File: config.mk
export PLATFORM = sky130hd
export DESIGN_NAME = blvds_transmitter_framer
export DESIGN_NICKNAME = d
export VERILOG_FILES = /design/src/rtl/blvds_transmitter_framer.sv
export SDC_FILE = /design/constraint.sdc
export NUM_CORES = 1
export LEC_CHECK = 0
export ABC_CLOCK_PERIOD_IN_PS = 9400
export CAP_MARGIN = 25
export CORE_UTILIZATION = 41
export DETAILED_ROUTE_END_ITERATION = 12
export DONT_BUFFER_PORTS = 1
export HOLD_SLACK_MARGIN = 0.05
export SLEW_MARGIN = 15
export SYNTH_ARGS = -nofsm -noshare
export SYNTH_HDL_FRONTEND = slang
export SYNTH_SLANG_ARGS = --single-unit
File: constraint.sdc
create_clock -name iCLK -period 9.4 [get_ports iCLK]
set_clock_uncertainty 0.05 [all_clocks]
set_input_delay 2.82 -clock iCLK [delete_from_list [all_inputs] [get_ports iCLK]]
set_output_delay 2.82 -clock iCLK [all_outputs]
set_load 0.01 [all_outputs]
File: src/rtl/blvds_transmitter_framer.sv
// rtl/blvds_transmitter_framer.sv - frames FIFO samples into BLVDS link words with headers and checksums
module blvds_transmitter_framer #(
    parameter logic [7:0] GAP_LEN = 8'd16
) (
    input  logic        iCLK,
    input  logic        iRST,
    input  logic        iSTART,
    input  logic [7:0]  iPACK_NUM,
    input  logic [15:0] iSAMPLE_NUM,
    input  logic [2:0]  iFORMAT,
    input  logic [3:0]  iCHANNELS,
    input  logic [7:0]  iPACK_SIZE,
    input  logic [15:0] iFIFO_DATA,
    input  logic        iFIFO_EMPTY,
    output logic        oRD_REQ,
    output logic [17:0] oDATA_BLVDS,
    output logic        oBUSY,
    output logic        oDONE,
    output logic        oUNDERRUN_ERROR
);
    localparam logic [17:0] SYNC = 18'h3FE00;

    // State names the word that the next clock edge will put on the link.
    typedef enum logic [3:0] {
        IDLE, FH1, FH2, PH1, PH2, DATA, PE1, PE2, FE1, FE2, GAP
    } state_t;

    state_t      state, nextState, curState;
    logic [7:0]  packNum, packSize, packIdx, gapCnt;
    logic [15:0] sampleNum, sampleCnt;
    logic [3:0]  channels;
    logic [1:0]  frameCnt;
    logic [17:0] packSum, frameSum, word;
    logic [15:0] pCrc, fCrc;
    logic        startOk, lastSample, lastPack, gapDone;

    assign pCrc = ~packSum[15:0];
    assign fCrc = ~frameSum[15:0];

    always_comb begin
        startOk    = iSTART && (iPACK_NUM != 8'd0);
        // A qualified start in IDLE falls straight through into FH1 on the same edge.
        curState   = (state == IDLE && startOk) ? FH1 : state;
        lastSample = (sampleCnt + 16'd1) == sampleNum;
        lastPack   = (packIdx + 8'd1) == packNum;
        gapDone    = (gapCnt + 8'd1) >= GAP_LEN;
        oRD_REQ    = (state == DATA) && !iFIFO_EMPTY;
        nextState  = curState;
        word       = SYNC;
        case (curState)
            IDLE: nextState = IDLE;
            FH1: begin
                word      = {5'b11000, iFORMAT, frameCnt, iPACK_NUM};
                nextState = FH2;
            end
            FH2: begin
                word      = {6'b110010, channels, packSize};
                nextState = PH1;
            end
            PH1: begin
                word      = {5'b11010, packIdx[4:0], sampleNum[15:8]};
                nextState = PH2;
            end
            PH2: begin
                word      = {5'b11011, 5'b00000, sampleNum[7:0]};
                nextState = (sampleNum == 16'd0) ? PE1 : DATA;
            end
            DATA: begin
                if (iFIFO_EMPTY) begin
                    nextState = GAP;
                end else begin
                    word      = {2'b00, iFIFO_DATA};
                    nextState = lastSample ? PE1 : DATA;
                end
            end
            PE1: begin
                word      = {5'b11110, 5'b00000, pCrc[15:8]};
                nextState = PE2;
            end
            PE2: begin
                word      = {5'b11111, 5'b00000, pCrc[7:0]};
                nextState = lastPack ? FE1 : PH1;
            end
            FE1: begin
                word      = {5'b11100, 5'b00000, fCrc[15:8]};
                nextState = FE2;
            end
            FE2: begin
                word      = {5'b11101, 5'b00000, fCrc[7:0]};
                nextState = GAP;
            end
            GAP:     nextState = gapDone ? IDLE : GAP;
            default: nextState = IDLE;
        endcase
    end

    always_ff @(posedge iCLK or posedge iRST) begin
        if (iRST) begin
            state <= IDLE;
        end else begin
            state <= nextState;
        end
    end

    always_ff @(posedge iCLK or posedge iRST) begin
        if (iRST) begin
            oDATA_BLVDS     <= SYNC;
            oBUSY           <= 1'b0;
            oDONE           <= 1'b0;
            oUNDERRUN_ERROR <= 1'b0;
            packNum         <= 8'd0;
            packSize        <= 8'd0;
            sampleNum       <= 16'd0;
            channels        <= 4'd0;
            packIdx         <= 8'd0;
            sampleCnt       <= 16'd0;
            gapCnt          <= 8'd0;
            frameCnt        <= 2'd0;
            packSum         <= 18'd0;
            frameSum        <= 18'd0;
        end else begin
            oDATA_BLVDS     <= word;
            oBUSY           <= (nextState != IDLE);
            oDONE           <= (curState == FE2);
            oUNDERRUN_ERROR <= (curState == DATA) && iFIFO_EMPTY;
            case (curState)
                FH1: begin
                    packNum   <= iPACK_NUM;
                    sampleNum <= iSAMPLE_NUM;
                    channels  <= iCHANNELS;
                    packSize  <= iPACK_SIZE;
                    packIdx   <= 8'd0;
                    frameSum  <= word;
                end
                FH2: frameSum <= frameSum + word;
                PH1: begin
                    packSum  <= word;
                    frameSum <= frameSum + word;
                end
                PH2: begin
                    packSum   <= packSum + word;
                    frameSum  <= frameSum + word;
                    sampleCnt <= 16'd0;
                end
                DATA: begin
                    if (iFIFO_EMPTY) begin
                        gapCnt <= 8'd0;
                    end else begin
                        packSum   <= packSum + word;
                        frameSum  <= frameSum + word;
                        sampleCnt <= sampleCnt + 16'd1;
                    end
                end
                PE1: frameSum <= frameSum + word;
                PE2: begin
                    frameSum <= frameSum + word;
                    packIdx  <= packIdx + 8'd1;
                end
                FE2: begin
                    frameCnt <= frameCnt + 2'd1;
                    gapCnt   <= 8'd0;
                end
                GAP:     gapCnt <= gapCnt + 8'd1;
                default: ;
            endcase
        end
    end
endmodule

==> out/qor.csv <==
stage,metric,value,unit
synthesis,yosys.area_share.xor_xnor,0.0686,
timing,finalHoldViolations,0,
route,vias,6927,
placed_design,portBuffers,0,
clock_network,clockBufferDepth,2,
global_routing,antenna_found_initial,1,
timing,drv_slew,0,
synthesis,yosys-top-cells-count,"206 x nand2_1, 118 x dfrtp_1, 95 x o21ai_0, 62 x nor2_1, 58 x a21oi_1",
synthesis,yosysSeqAreaShare,0.402,
route,wl,23.5,mm
synthesis,netlist_instances,936,
power,internal_power,2.17,mW
synthesis,synth_most_common_cell,nand2_1,
worst_hold_path,hold_path_startpoint,packSize[7],
layout,final_area,8660,um2
route,drt-pass1-iter-count,5,
critical_path,reg2reg_depth,16,
timing,grt_setup_unrepaired,false,
global_routing,use_met2,0.364,
power,p_seq_frac,0.273,
floorplan,coreArea,18800,um2
clock_network,clock_latency,430,ps
critical_path,end_kind,flip-flop,
floorplan,fp.dieH,141,um
floorplan,start_util,0.420,
placed_design,placed_area,8050,um2
synthesis,synthArstFlopShare,1.00,
power,p_total,4.14,mW
route,drtIter0Drc,577,
critical_path,required,9650,ps
worst_hold_path,whs_endpoint,packSize[7],
floorplan,io_pins,81,
clock_network,htreeDepth,4,
global_routing,busiest_layer,met1,
synthesis,synthSimpleGateAreaFrac,0.210,
power,combinationalPowerShare,0.560,
timing,fin_setup_tns,0,ps
layout,final_nets,1013,
synthesis,ys_warn_count,0,
timing,clock.fmax,153,MHz
critical_path,regToRegSetupSlack,4150,ps
clock_network,cts_hold_buf,0,
job,maxCapViolCount,0,
placed_design,dpl.hpwl,17.2,mm
global_routing,grt_use_total,0.250,
synthesis,postSynthAreaPerCell,8.41,um2
global_routing,grt_max_degree,67,
synthesis,synth_top_family_by_area,compound AO/OA/AOI/OAI gates,
clock_network,cts_buffers,17,
synthesis,synth_cell_types,74,
synthesis,yosys-top-cells-area,"dfrtp_1 37%, nand2_1 9.8%, o21ai_0 6.0%, ha_1 5.2%, xnor2_1 3.8%",
global_routing,grt_pass1_wl,37.4,mm
critical_path,critPathKind,input port to flip-flop,
power,total_leakage_power,3.80,nW
synthesis,synth_top_area_cell,dfrtp_1,
route,via_per_inst,5.94,
layout,drive_gt1_frac,0.0740,
layout,fin_util,0.462,
timing,fin_crit_sh,0.695,
synthesis,yosys.area.top_type_share,0.375,
placed_design,place.gp.congestion,0.907,
floorplan,rows,50,
timing,worst_pin_slew,1000,ps
layout,fillers,1824,
critical_path,crit_path_max_fanout,18,
floorplan,die_area,19800,um2
critical_path,timing.rr.start,state[2],
power,peakVddDrop,0.188,mV
clock_network,cts_resized,0,
global_routing,grt_overflow,0,
power,swShare,0.476,
worst_hold_path,worstHoldPathType,flip-flop to flip-flop,
timing,slew_headroom,0.330,
critical_path,r2r-end,packSum[14],
synthesis,syn_area,7880,um2
synthesis,synth_edf_count,0,
global_routing,grt_util_met3,0.0656,
outcome,outcome,"complete, no violations",
synthesis,syn_nets,1030,
synthesis,synth_fa_ha_area_frac,0.0575,
worst_hold_path,hold_depth,2,
power,clkPwrFrac,0.167,
critical_path,critical_path_arrival,6780,ps
global_routing,grt_pass1_vias,6519,
clock_network,root_buffer,clkbuf_16,
synthesis,synthMuxAreaShare,0.0103,
clock_network,cts_setup_buffers,0,
global_routing,use_met1,0.367,
synthesis,synth_compound_area_frac,0.212,
power,power.switching,1.97,mW
power,power_density,477,nW/um2
clock_network,cts_tree,built,
synthesis,ys_ff_latch,126,
layout,syn_to_final_growth,10.0,%
route,drc_errors,0,
route,drt.antenna.violating_nets,0,
route,wl_per_cell,20.2,um
clock_network,path_clk_slew,60,ps
timing,period_needed,6530,ps
synthesis,synthFlopType,dfrtp_1,
timing,setup_viol,0,
clock_network,cts_sinks,126,
floorplan,die_w,141,um
critical_path,start_kind,input port,
## logic make-up after synthesis
family,Yosys count
xor+xnor,60
fa+ha+maj,35
simple gates,375
flops,126
mux,8
compound gates,267
buf+inv,65
## critical path, stage by stage
cell,delay (ps)
nor4_1,30
a21boi_1,640
o21a_1,630
nand2_1,190
nand4_1,220
ha_1,290
a211oi_1,360
o21ai_1,200
a2111oi_2,480
nor3_1,130
o32a_1,400
mux2i_1,130
a21oi_1,200
a31oi_1,50
## power groups by stage
stage                     Sequential [mW]  Clock (mW)  Combinational (mW)
after global routing                 1.16       0.726                2.61
after global placement               1.13           0                2.25
after floorplan                     0.968           0                1.85
after detailed placement             1.12           0                2.28
final                                1.13       0.691                2.32
after CTS                            1.12       0.703                2.29
## cell type report
class / instances / area [um2] / area share
diodes: 1 / 2.50 / 0.000289
clock buffers: 17 / 425 / 0.0491
clock inverters: 15 / 189 / 0.0218
inverters: 21 / 83.8 / 0.00968
multi-input cells: 745 / 4430 / 0.511
flip-flops and latches: 126 / 3160 / 0.365
well taps: 234 / 293 / 0.0338
repair buffers: 8 / 80.1 / 0.00924
## flip-flops by register name, indices dropped and copies added (netlist names)
register and cells:
oDATA_BLVDS 17, frameSum 16, packSum 16, sampleCnt 16, sampleNum 16, gapCnt 8, packIdx 8, packNum 8
packSize 8, channels 4, state 4, frameCnt 2, oBUSY 1, oDONE 1, oUNDERRUN_ERROR 1
## through the flow
stage	setup slack [ps]	hold WS [ps]	std cells
final	2870	440	1167
after global routing	2560	474	1166
after CTS	3000	446	1166
after detailed placement	2570	426	1134
after global placement	2650	422	1133
after floorplan	2860	390	936
## layout by cell type (no fill, tap or decap), drive strengths merged, types with 13 or more instances in the layout
master and instances:
nand2 206, dfrtp 118, o21ai 96, nor2 62, a21oi 58, xnor2 35
ha 33, nand3 30, xor2 25, inv 23, clkbuf 17, nor3 17
nand4 15, o22ai 13, o31ai 13
## per-layer routing
metal,wire length (um),share of wire
met4,364,0.015
met3,1740,0.074
met1,11300,0.48
met2,10100,0.43
met5,0,0
## worst max path at each step
stage / start / end / slack [ps] / cells past startpoint
final: iPACK_NUM[1] / packSum[15] / 2870 / 14
after global routing: iPACK_NUM[4] / packSum[14] / 2560 / 16
after CTS: iPACK_NUM[1] / packSum[14] / 3000 / 14
after detailed placement: iPACK_NUM[1] / packSum[15] / 2570 / 14
after global placement: iPACK_NUM[1] / packSum[15] / 2650 / 14
after floorplan: iFIFO_EMPTY / oRD_REQ / 2860 / 4
Note: power is estimated with default switching activity, not from simulation.
